<file path="src/rtl/munoc_axi_slave_tid_remapper_pkg.sv">
// TID remapper shared definitions.
// Slot-count width and parameter legality helpers.
package munoc_axi_slave_tid_remapper_pkg;

   function automatic int cnt_width(input int max_out);
      return (max_out < 1) ? 1 : $clog2(max_out + 1);
   endfunction

   function automatic bit params_ok(
      input int bw_slv,
      input int n_wr,
      input int n_rd,
      input int max_out
   );
      return (n_wr >= 1) && (n_wr <= (1 << bw_slv)) &&
             (n_rd >= 1) && (n_rd <= (1 << bw_slv)) &&
             (max_out >= 1);
   endfunction

endpackage

</file>
<file path="src/rtl/munoc_axi_slave_tid_remapper_slot_table.sv">
// One direction's slot table: maps wide network TIDs onto
// slave slots, counts outstanding transactions per slot.
module munoc_tid_slot_table
   import munoc_axi_slave_tid_remapper_pkg::*;
#(
   parameter int NUM_SLOT        = 4,
   parameter int BW_NET_TID      = 8,
   parameter int BW_SLV_TID      = 2,
   parameter int MAX_OUTSTANDING = 4
) (
   input  logic                  clk,
   input  logic                  rst,
   input  logic [BW_NET_TID-1:0] i_alloc_id,
   input  logic                  i_alloc_block,
   input  logic                  i_alloc_fire,
   output logic [BW_SLV_TID-1:0] o_alloc_slot,
   output logic                  o_alloc_ok,
   input  logic [BW_SLV_TID-1:0] i_rel_slot,
   input  logic                  i_rel_fire,
   output logic [BW_NET_TID-1:0] o_lookup_tid,
   output logic                  o_empty,
   output logic                  o_unexpected
);

   localparam int BW_CNT = cnt_width(MAX_OUTSTANDING);
   localparam logic [BW_CNT-1:0] CNT_MAX = BW_CNT'(MAX_OUTSTANDING);
   localparam logic [BW_CNT-1:0] CNT_ONE = BW_CNT'(1);

   logic [BW_NET_TID-1:0] r_tid [NUM_SLOT];
   logic [BW_CNT-1:0]     r_cnt [NUM_SLOT];

   logic                  w_hit;
   logic                  w_hit_full;
   logic [BW_SLV_TID-1:0] w_hit_slot;
   logic                  w_free;
   logic [BW_SLV_TID-1:0] w_free_slot;
   logic                  w_sel;
   logic                  w_rel_live;
   logic [NUM_SLOT-1:0]   w_inc;
   logic [NUM_SLOT-1:0]   w_dec;

   // Slot search: same-TID hit wins, else lowest free slot
   always_comb begin
      w_hit       = 1'b0;
      w_hit_full  = 1'b0;
      w_hit_slot  = '0;
      w_free      = 1'b0;
      w_free_slot = '0;
      for (int i = 0; i < NUM_SLOT; i++) begin
         if (r_cnt[i] != '0 && r_tid[i] == i_alloc_id) begin
            w_hit      = 1'b1;
            w_hit_full = (r_cnt[i] >= CNT_MAX);
            w_hit_slot = BW_SLV_TID'(i);
         end
         if (r_cnt[i] == '0 && !w_free) begin
            w_free      = 1'b1;
            w_free_slot = BW_SLV_TID'(i);
         end
      end
   end

   assign w_sel        = w_hit ? !w_hit_full : w_free;
   assign o_alloc_slot = w_hit ? w_hit_slot : w_free_slot;
   assign o_alloc_ok   = w_sel & ~i_alloc_block;

   // Response lookup; dead or out-of-range slots give TID 0
   always_comb begin
      w_rel_live   = 1'b0;
      o_lookup_tid = '0;
      for (int i = 0; i < NUM_SLOT; i++) begin
         if (i_rel_slot == BW_SLV_TID'(i) && r_cnt[i] != '0) begin
            w_rel_live   = 1'b1;
            o_lookup_tid = r_tid[i];
         end
      end
   end

   assign o_unexpected = i_rel_fire & ~w_rel_live;

   // Per-slot increment/decrement strobes and table-empty flag
   always_comb begin
      w_inc   = '0;
      w_dec   = '0;
      o_empty = 1'b1;
      for (int i = 0; i < NUM_SLOT; i++) begin
         w_inc[i] = i_alloc_fire && (o_alloc_slot == BW_SLV_TID'(i));
         w_dec[i] = i_rel_fire && w_rel_live &&
                    (i_rel_slot == BW_SLV_TID'(i));
         if (r_cnt[i] != '0) begin
            o_empty = 1'b0;
         end
      end
   end

   // Slot state update; alloc and release together cancel
   always_ff @(posedge clk) begin
      if (rst) begin
         for (int i = 0; i < NUM_SLOT; i++) begin
            r_tid[i] <= '0;
            r_cnt[i] <= '0;
         end
      end else begin
         for (int i = 0; i < NUM_SLOT; i++) begin
            if (w_inc[i]) begin
               r_tid[i] <= i_alloc_id;
            end
            if (w_inc[i] && !w_dec[i]) begin
               r_cnt[i] <= r_cnt[i] + CNT_ONE;
            end else if (w_dec[i] && !w_inc[i]) begin
               r_cnt[i] <= r_cnt[i] - CNT_ONE;
            end
         end
      end
   end

endmodule

</file>
<file path="src/rtl/munoc_axi_slave_tid_remapper.sv">
// AXI slave-side TID remapper: handshake gating around
// independent write and read slot tables.
module munoc_axi_slave_tid_remapper
   import munoc_axi_slave_tid_remapper_pkg::*;
#(
   parameter int BW_NET_TID      = 8,
   parameter int BW_SLV_TID      = 2,
   parameter int NUM_WR_SLOT     = 4,
   parameter int NUM_RD_SLOT     = 4,
   parameter int MAX_OUTSTANDING = 4
) (
   input  logic                  clk,
   input  logic                  rst,
   input  logic                  comm_disable,
   input  logic [BW_NET_TID-1:0] up_awid,
   input  logic                  up_awvalid,
   output logic                  up_awready,
   output logic [BW_SLV_TID-1:0] dn_awid,
   output logic                  dn_awvalid,
   input  logic                  dn_awready,
   input  logic [BW_SLV_TID-1:0] dn_bid,
   input  logic                  dn_bvalid,
   output logic                  dn_bready,
   output logic [BW_NET_TID-1:0] up_bid,
   output logic                  up_bvalid,
   input  logic                  up_bready,
   input  logic [BW_NET_TID-1:0] up_arid,
   input  logic                  up_arvalid,
   output logic                  up_arready,
   output logic [BW_SLV_TID-1:0] dn_arid,
   output logic                  dn_arvalid,
   input  logic                  dn_arready,
   input  logic [BW_SLV_TID-1:0] dn_rid,
   input  logic                  dn_rlast,
   input  logic                  dn_rvalid,
   output logic                  dn_rready,
   output logic [BW_NET_TID-1:0] up_rid,
   output logic                  up_rlast,
   output logic                  up_rvalid,
   input  logic                  up_rready,
   output logic                  idle,
   output logic                  err_unexpected
);

   if (!params_ok(BW_SLV_TID, NUM_WR_SLOT, NUM_RD_SLOT,
                  MAX_OUTSTANDING)) begin : g_bad_params
      $error("munoc_axi_slave_tid_remapper: illegal parameters");
   end

   logic w_wr_ok;
   logic w_rd_ok;
   logic w_aw_fire;
   logic w_ar_fire;
   logic w_b_fire;
   logic w_r_rel;
   logic w_wr_empty;
   logic w_rd_empty;
   logic w_wr_unexp;
   logic w_rd_unexp;
   logic r_err;

   assign dn_awvalid = up_awvalid & w_wr_ok;
   assign up_awready = dn_awready & w_wr_ok;
   assign w_aw_fire  = up_awvalid & dn_awready & w_wr_ok;

   assign dn_arvalid = up_arvalid & w_rd_ok;
   assign up_arready = dn_arready & w_rd_ok;
   assign w_ar_fire  = up_arvalid & dn_arready & w_rd_ok;

   assign up_bvalid = dn_bvalid;
   assign dn_bready = up_bready;
   assign w_b_fire  = dn_bvalid & up_bready;

   assign up_rvalid = dn_rvalid;
   assign up_rlast  = dn_rlast;
   assign dn_rready = up_rready;
   assign w_r_rel   = dn_rvalid & up_rready & dn_rlast;

   munoc_tid_slot_table #(
      .NUM_SLOT        (NUM_WR_SLOT),
      .BW_NET_TID      (BW_NET_TID),
      .BW_SLV_TID      (BW_SLV_TID),
      .MAX_OUTSTANDING (MAX_OUTSTANDING)
   ) u_wr_table (
      .clk           (clk),
      .rst           (rst),
      .i_alloc_id    (up_awid),
      .i_alloc_block (comm_disable),
      .i_alloc_fire  (w_aw_fire),
      .o_alloc_slot  (dn_awid),
      .o_alloc_ok    (w_wr_ok),
      .i_rel_slot    (dn_bid),
      .i_rel_fire    (w_b_fire),
      .o_lookup_tid  (up_bid),
      .o_empty       (w_wr_empty),
      .o_unexpected  (w_wr_unexp)
   );

   munoc_tid_slot_table #(
      .NUM_SLOT        (NUM_RD_SLOT),
      .BW_NET_TID      (BW_NET_TID),
      .BW_SLV_TID      (BW_SLV_TID),
      .MAX_OUTSTANDING (MAX_OUTSTANDING)
   ) u_rd_table (
      .clk           (clk),
      .rst           (rst),
      .i_alloc_id    (up_arid),
      .i_alloc_block (comm_disable),
      .i_alloc_fire  (w_ar_fire),
      .o_alloc_slot  (dn_arid),
      .o_alloc_ok    (w_rd_ok),
      .i_rel_slot    (dn_rid),
      .i_rel_fire    (w_r_rel),
      .o_lookup_tid  (up_rid),
      .o_empty       (w_rd_empty),
      .o_unexpected  (w_rd_unexp)
   );

   assign idle           = w_wr_empty & w_rd_empty;
   assign err_unexpected = r_err;

   // Sticky flag for responses that match no live slot
   always_ff @(posedge clk) begin
      if (rst) begin
         r_err <= 1'b0;
      end else if (w_wr_unexp || w_rd_unexp) begin
         r_err <= 1'b1;
      end
   end

endmodule
</file>
<file path="config.mk">
export PLATFORM = sky130hd
export DESIGN_NAME = munoc_axi_slave_tid_remapper
export DESIGN_NICKNAME = d
export VERILOG_FILES = /design/src/rtl/munoc_axi_slave_tid_remapper_pkg.sv /design/src/rtl/munoc_axi_slave_tid_remapper_slot_table.sv /design/src/rtl/munoc_axi_slave_tid_remapper.sv
export SDC_FILE = /design/constraint.sdc
export NUM_CORES = 1
export LEC_CHECK = 0
export ABC_AREA = 1
export BUFFER_PORTS_ARGS = -buffer_cell sky130_fd_sc_hd__buf_2
export CORE_AREA = 2 2 117 119
export DETAILED_ROUTE_END_ITERATION = 8
export DIE_AREA = 0 0 119 121
export PLACE_DENSITY = 0.76
export SLEW_MARGIN = 20
export SYNTH_ARGS = -nofsm -noshare
export SYNTH_HDL_FRONTEND = slang
export SYNTH_SLANG_ARGS = --single-unit
</file>
<file path="constraint.sdc">
create_clock -name clk -period 4.2 [get_ports clk]
set_clock_uncertainty 0.05 [all_clocks]
set_input_delay 0.42 -clock clk [delete_from_list [all_inputs] [get_ports clk]]
set_output_delay 0.42 -clock clk [all_outputs]
set_load 0.02 [all_outputs]
</file>
### After elaboration in Yosys (flattened, before gate mapping)

Memories as Yosys holds them, arrays and structs flattened.
Cells that the tools add are included.

* register bits after elaboration: 1
* bits in writable memories: 88
* input bits: 32
* output and inout bits: 31
* logic and storage cells: 363
* memories: 4

Memory list
* u_rd_table.r_tid: depth 4, bits a word 8, rd ports 4, clocked after memory_dff 0, wr ports 4, RTL line munoc_axi_slave_tid_remapper_slot_table.sv:29 `logic [BW_NET_TID-1:0] r_tid [NUM_SLOT];`
* u_wr_table.r_tid: depth 4, bits a word 8, rd ports 4, clocked after memory_dff 0, wr ports 4, RTL line munoc_axi_slave_tid_remapper_slot_table.sv:29
* u_rd_table.r_cnt: depth 4, bits a word 3, rd ports 4, clocked after memory_dff 0, wr ports 4, RTL line munoc_axi_slave_tid_remapper_slot_table.sv:30 `logic [BW_CNT-1:0] r_cnt [NUM_SLOT];`
* u_wr_table.r_cnt: depth 4, bits a word 3, rd ports 4, clocked after memory_dff 0, wr ports 4, RTL line munoc_axi_slave_tid_remapper_slot_table.sv:30

* add/sub/neg operators: 16
* $lt $le $gt $ge: 8
* equal/unequal tests: 20
* mux-type cells: 170
* bitwise operators: 43
* reductions and logical operators: 101

Operator list (number)
* 1-bit 2-to-1 mux: 128
* 8-bit 2-to-1 mux: 16
* 8-bit equality test: 8
* 1-bit logical AND: 56
* 3-bit 2-to-1 mux: 16
* 3-bit by 1-bit adder with 3-bit output (second input constant): 8
* 3-bit greater-or-equal comparator (second input constant): 8
* 1-bit zero test: 24
* 3-bit zero test: 8
* 1-bit OR: 24
* 3-bit nonzero test: 8
* 3-bit by 1-bit subtractor with 3-bit output (second input constant): 8
* 2-bit 2-to-1 mux: 10
* 1-bit bitwise AND: 16
* 2-bit equality test (second input constant): 8
* 2-bit by 1-bit equality test with 1-bit output (second input constant): 4
* 2-bit zero test: 4
* 1-bit NOT: 3
* 1-bit logical OR: 1

### Longest topological paths before layout

An unclocked memory read counts as a cell.

* word-level depth: 23
* depth in mapped cells: 21
* gate-level depth less buffers: 21

### Cells and area by module

Synthesis repeated with hierarchy kept, for this count alone.

* cell total of the unflattened synthesis: 775
* area total of the unflattened synthesis: 6194.7 um2

By module, submodules not included
* munoc_tid_slot_table (u_wr_table): times used 1, cells each 402, area each 3116.7 um2
* munoc_tid_slot_table (u_rd_table): times used 1, cells each 347, area each 2936.6 um2
* munoc_axi_slave_tid_remapper: times used 1, cells each 26, area each 141.4 um2

### Worst setup path after synthesis

Ideal clock, no wire load.

* path kind: in2reg
* start point: input port up_awid[2]
* end point: memory u_wr_table.r_cnt[2][2] in the netlist's numbering (data pin)
* data arrival time: 2553 ps
* data required time: 3884 ps
* slack: 1330 ps
* stages on the path: 16
* buffers on the path: 1
* cell sequence: buf_2 inv_1 nand2_1 nand2_1 nor2_1 nand3_1 nor2_2 nor2_1 nand3_1 nand2_1 nor2_1 nand4_1 nand3_1 fa_1 xor2_1 mux2i_1

RTL lines
* start, declared: RTL line munoc_axi_slave_tid_remapper.sv:15 `input logic [BW_NET_TID-1:0] up_awid,`
* end, declared: RTL line munoc_axi_slave_tid_remapper_slot_table.sv:30

==> impl.org <==
** Status
- The run finished with clean final reports.

** Routing
- DRC marker count from the first detailed-route iteration :: ~620
- Using the TritonRoute via totals, the vias-per-cell ratio works out to roughly 5.3.
- The first TritonRoute pass finished after 6 iterations.
- Avg WL per Cell :: between 10 and 15 um
- Post-route DRC violation count :: 0
- The detailed router placed ~5900 vias in this run.
- Final WL :: around 17000 um
- DRT antenna net count :: 0

** STA
- Final worst-path cycle share :: 0.8207
- Final hold violation count :: 0
- For the finished layout, the period the worst path requires is approximately 3.4 ns.
- Max-slew headroom :: 0.6098
- RSZ-0062 raised after global routing :: no
- Maximum clock rate :: between 200 and 300 MHz
- Slew Limit Fails :: 0
- # setup viols final :: 0
- Slew at the pin closest to its max-slew limit :: approximately 0.6 ns
- Adding up every negative setup slack in the final design gives 0 ns.

** Global route
- Number of antenna violations at the first check in global routing :: 0
- GRT Util Overall :: 0.2362
- After global routing the overflow that remains totals 0.
- The first global-routing pass estimated ~26000 um of wire.
- Maximum number of pins on one net before global-route repair :: 36
- The via count of the first global-routing pass came to 5291.

** Placed design
- After legalization and detailed placement, the total HPWL measured 12630 um.
- Final weighted congestion of routability-driven global placement :: between 0.9 and 1
- During placement, the flow inserted port buffers numbering a little over 60.

** Critical path
- The worst setup path is captured at a flip-flop.
- Cell repeated most along the worst path :: sky130_fd_sc_hd__inv_1
- For this run, the slowest stage of the critical path takes around 0.48 ns.
- Startpoint-to-endpoint class of the critical path :: reg -> reg
- In this run the worst path has a maximum fanout of 9.
- Counting both buffers and inverters, the worst setup path holds a total of 5.
- Data on the critical path arrives at its endpoint at about 3.5 ns.
- Series of cell instances along the critical path :: inv_1, ha_1, nand2_1, inv_1, nor2_2, nor3_1, nand2_1, inv_1, nor2_1, nand2_1, inv_1, nand3_1, fa_1, xnor2_1, inv_1, nand4_1, o21ai_1
- Standard cell with the maximum stage delay on the critical path :: sky130_fd_sc_hd__fa_1
- For the worst setup path, the data required time is about 4.3 ns.
- STA classifies the critical path startpoint as a flip-flop.
- Cell type group with the largest total delay on the critical path :: simple AND/OR/NAND/NOR gates

** Floorplanning
- Standard cell core area :: between 10000 and 15000 um2
- The initialized floorplan defines 42 standard-cell rows.
- The initial utilization of the core area, before any placement, comes to 0.4858.
- I/O pins :: between 60 and 70
- Horizontal die dimension :: ~120 um
- In this run the vertical extent of the chip is 121 um.
- The die covers approximately 14000 um2.

** Yosys
- For this run, the number of Yosys warnings is 0.
- Number of nets in the synthesized netlist :: ~900
- The most used flip-flop cell after synthesis is sky130_fd_sc_hd__edfxtp_1.
- Counting flops with a built-in enable in the synthesized netlist gives around 90.
- In the synthesized netlist, the number of instances is ~880.
- The number of different library cells used by synthesis comes to 37.
- Ys async rst share :: 0
- Syn Std Cell Area :: around 6400 um2
- The synthesized design contains 89 register bits.
- Sequential area share after synthesis :: 0.4189
- In this run the mean area of a mapped cell was between 7 and 8 um2.

** Clocking
- Clock edge transition at the registers on the reported setup and hold paths :: 0.07 ns
- Number of instances resized during post-cts repair :: 0
- After clock tree synthesis, the setup repair step added 0 buffers.
- Hold-fix buffer count after cts :: 0
- Source-to-sink clock delay at the later pin of the worst-skew pair :: between 0.3 and 0.4 ns
- In this run, CTS created clock tree buffers numbering 9.
- Number of clock sinks :: 89
- TritonCTS built the clock tree.
- The cell sitting at the root of the clock tree is a sky130_fd_sc_hd__clkbuf_16.
- Buffers from clock root to sink, at most :: 2
- The clock tree synthesis step divided the H-tree into 3 levels.

** Power and ir drop
- Post-layout total power :: 0.002207 W
- Of the total power, the share spent switching nets is 0.3018.
- Cell Int Power :: 0.001541 W
- The share of total power dissipated in combinational logic is 0.180.
- Power density over the cells :: roughly 310 nW/um2
- Of the total power, the clock network draws 0.344.
- Share of total power in sequential cells :: 0.475
- VDD sags by at most ~0.24 mV.
- Reported net switching power :: roughly 0.00067 W
- Leak Pwr :: between 3 and 4 nW

** Final layout
- In the final layout, the multi-input gates occupy 3053 um2.
- Fill cells in the final layout number approximately 1200.
- Of the cells placed in the final design, the portion with a size suffix greater than 1 is 0.1233.
- The repair_antennas step left the layout with diodes totalling 0.
- Relative to the synthesized area, the layout overhead comes to 11.46%.
- The sequential cells in the finished layout cover a total of roughly 2700 um2.
- After the last flow step, the layout net total stands at between 900 and 1000.

** Worst hold path
- The tightest min-delay check is of the in -> reg type.

** Flow run
- Max-cap violations :: 0
cell usage in the layout, fill, tap and decap left out, types with 2 or more instances in the layout:
cell type / synthesis / routed
sky130_fd_sc_hd__nand2_1: 274 / 274
sky130_fd_sc_hd__buf_2: 5 / 62
sky130_fd_sc_hd__xnor2_1: 20 / 20
sky130_fd_sc_hd__buf_4: 7 / 2
sky130_fd_sc_hd__nor3_1: 5 / 5
sky130_fd_sc_hd__nand3_2: 4 / 4
sky130_fd_sc_hd__clkinvlp_4: 0 / 2
sky130_fd_sc_hd__nand3_1: 54 / 54
sky130_fd_sc_hd__xor2_1: 14 / 14
sky130_fd_sc_hd__mux2i_1: 2 / 2
sky130_fd_sc_hd__inv_6: 0 / 2
sky130_fd_sc_hd__edfxtp_1: 88 / 88
sky130_fd_sc_hd__o22ai_1: 3 / 3
sky130_fd_sc_hd__nor2_1: 150 / 150
sky130_fd_sc_hd__inv_1: 132 / 132
sky130_fd_sc_hd__a21oi_1: 15 / 15
sky130_fd_sc_hd__fa_1: 6 / 6
sky130_fd_sc_hd__clkbuf_16: 0 / 9
sky130_fd_sc_hd__nand2_2: 3 / 3
sky130_fd_sc_hd__o21ai_0: 8 / 8
sky130_fd_sc_hd__and3_1: 2 / 2
sky130_fd_sc_hd__nor2_4: 2 / 2
sky130_fd_sc_hd__ha_1: 6 / 6
sky130_fd_sc_hd__inv_2: 15 / 15
sky130_fd_sc_hd__clkinv_2: 0 / 2
sky130_fd_sc_hd__o2111ai_1: 15 / 15
sky130_fd_sc_hd__nand4_1: 21 / 21
sky130_fd_sc_hd__nor2_2: 9 / 9
sky130_fd_sc_hd__o21ai_1: 3 / 3
path summary, 6_finish.rpt:
kind,start,end,slack [ns],cells after the start
min,up_awid[1],u_wr_table.r_tid[2][1],0.45,3
min reg2reg,err_unexpected,err_unexpected,0.51,2
max reg2reg,u_rd_table.r_cnt[0][9],u_rd_table.r_cnt[0][5],0.75,17
max,u_rd_table.r_cnt[0][9],u_rd_table.r_cnt[0][5],0.75,17
area by class of cell:
class | count | area share
well taps | 176 | 0.03108
inverters | 147 | 0.07789
flip-flops and latches | 89 | 0.3758
clock inverters | 6 | 0.006005
clock buffers | 10 | 0.03232
multi-input cells | 625 | 0.4309
repair buffers | 64 | 0.04592
Yosys cell counts, types with 2 or more instances:
cell	number	share of area
sky130_fd_sc_hd__mux2i_1	2	0.0031
sky130_fd_sc_hd__o21ai_1	3	0.0024
sky130_fd_sc_hd__nand3_2	4	0.0063
sky130_fd_sc_hd__nor2_2	9	0.0089
sky130_fd_sc_hd__a21oi_1	15	0.012
sky130_fd_sc_hd__nand4_1	21	0.021
sky130_fd_sc_hd__o21ai_0	8	0.0063
sky130_fd_sc_hd__inv_1	132	0.078
sky130_fd_sc_hd__buf_4	7	0.0083
sky130_fd_sc_hd__inv_2	15	0.0089
sky130_fd_sc_hd__nand3_1	54	0.043
sky130_fd_sc_hd__clkbuf_1	2	0.0012
sky130_fd_sc_hd__xnor2_1	20	0.028
sky130_fd_sc_hd__buf_2	5	0.0039
sky130_fd_sc_hd__nor2_4	2	0.0035
sky130_fd_sc_hd__ha_1	6	0.012
sky130_fd_sc_hd__edfxtp_1	88	0.42
sky130_fd_sc_hd__nand2_2	3	0.0030
sky130_fd_sc_hd__nor2_1	150	0.089
sky130_fd_sc_hd__nor3_1	5	0.0039
sky130_fd_sc_hd__o2111ai_1	15	0.021
sky130_fd_sc_hd__o22ai_1	3	0.0030
sky130_fd_sc_hd__nand2_1	274	0.16
sky130_fd_sc_hd__and3_1	2	0.0020
sky130_fd_sc_hd__xor2_1	14	0.019
sky130_fd_sc_hd__fa_1	6	0.019
state kept, by name, summed over array words and instances (netlist names):
signal and count:
err_unexpected 1, u_rd_table.r_tid 32, u_rd_table.r_cnt 12, u_wr_table.r_tid 32, u_wr_table.r_cnt 12
metal layers:
layer  global-route usage  part of all wire  vias to the layer above
met1               0.3289              0.44                     2694
li1                     -                 -                     2894
met5                    0                 0                        -
met4              0.09821             0.025                        0
met2               0.3606              0.44                      303
met3              0.04746             0.090                       35
worst reg2reg max path, cell delays in order (launching register included):
cell                       delay, ns
sky130_fd_sc_hd__edfxtp_1       0.36
sky130_fd_sc_hd__inv_1          0.09
sky130_fd_sc_hd__ha_1           0.20
sky130_fd_sc_hd__nand2_1        0.15
sky130_fd_sc_hd__inv_1          0.10
sky130_fd_sc_hd__nor2_2         0.46
sky130_fd_sc_hd__nor3_1         0.14
sky130_fd_sc_hd__nand2_1        0.14
sky130_fd_sc_hd__inv_1          0.05
sky130_fd_sc_hd__nor2_1         0.21
sky130_fd_sc_hd__nand2_1        0.15
sky130_fd_sc_hd__inv_1          0.10
sky130_fd_sc_hd__nand3_1        0.18
sky130_fd_sc_hd__fa_1           0.49
sky130_fd_sc_hd__xnor2_1        0.14
sky130_fd_sc_hd__inv_1          0.06
sky130_fd_sc_hd__nand4_1        0.08
sky130_fd_sc_hd__o21ai_1        0.06
logic make-up (layout without fill, tap and decap cells):
family | after synthesis | count (layout) | share of synthesized area
AOI/OAI and AO/OA | 48 | 48 | 0.05040
xor gates and xnor gates | 34 | 34 | 0.04685
adders and majority gates | 12 | 12 | 0.03071
buffers and inverters | 162 | 227 | 0.1008
DFF | 89 | 89 | 0.4189
muxes | 2 | 2 | 0.003150
and+or+nand+nor | 529 | 529 | 0.3492
power by group through the flow:
| stage | registers, W | logic, W | clock network (W) |
|---|---|---|---|
| detailed placement | 0.00107 | 0.000391 | 0 |
| global placement | 0.00107 | 0.000386 | 0 |
| floorplan | 0.00106 | 0.000274 | 0 |
| global route | 0.00105 | 0.000438 | 0.000796 |
| CTS | 0.00105 | 0.000393 | 0.000760 |
| finish | 0.00105 | 0.000398 | 0.000759 |
stage by stage:
stage / utilization / setup WS, ns / cells / hold WS, ns / instance area [um2]
after detailed placement: 0.5207 / 0.8375 / 1101 / 0.4760 / 6813
after global routing: 0.5414 / 0.5585 / 1117 / 0.4609 / 7084
after floorplan: - / 1.330 / 876 / 0.4764 / 6356
final: 0.5414 / 0.7529 / 1117 / 0.4467 / 7084
after global placement: 0.5207 / 0.8879 / 1101 / 0.4779 / 6813
after CTS: 0.5414 / 0.8307 / 1117 / 0.4385 / 7084
Note: power is estimated with default switching activity, not from simulation.
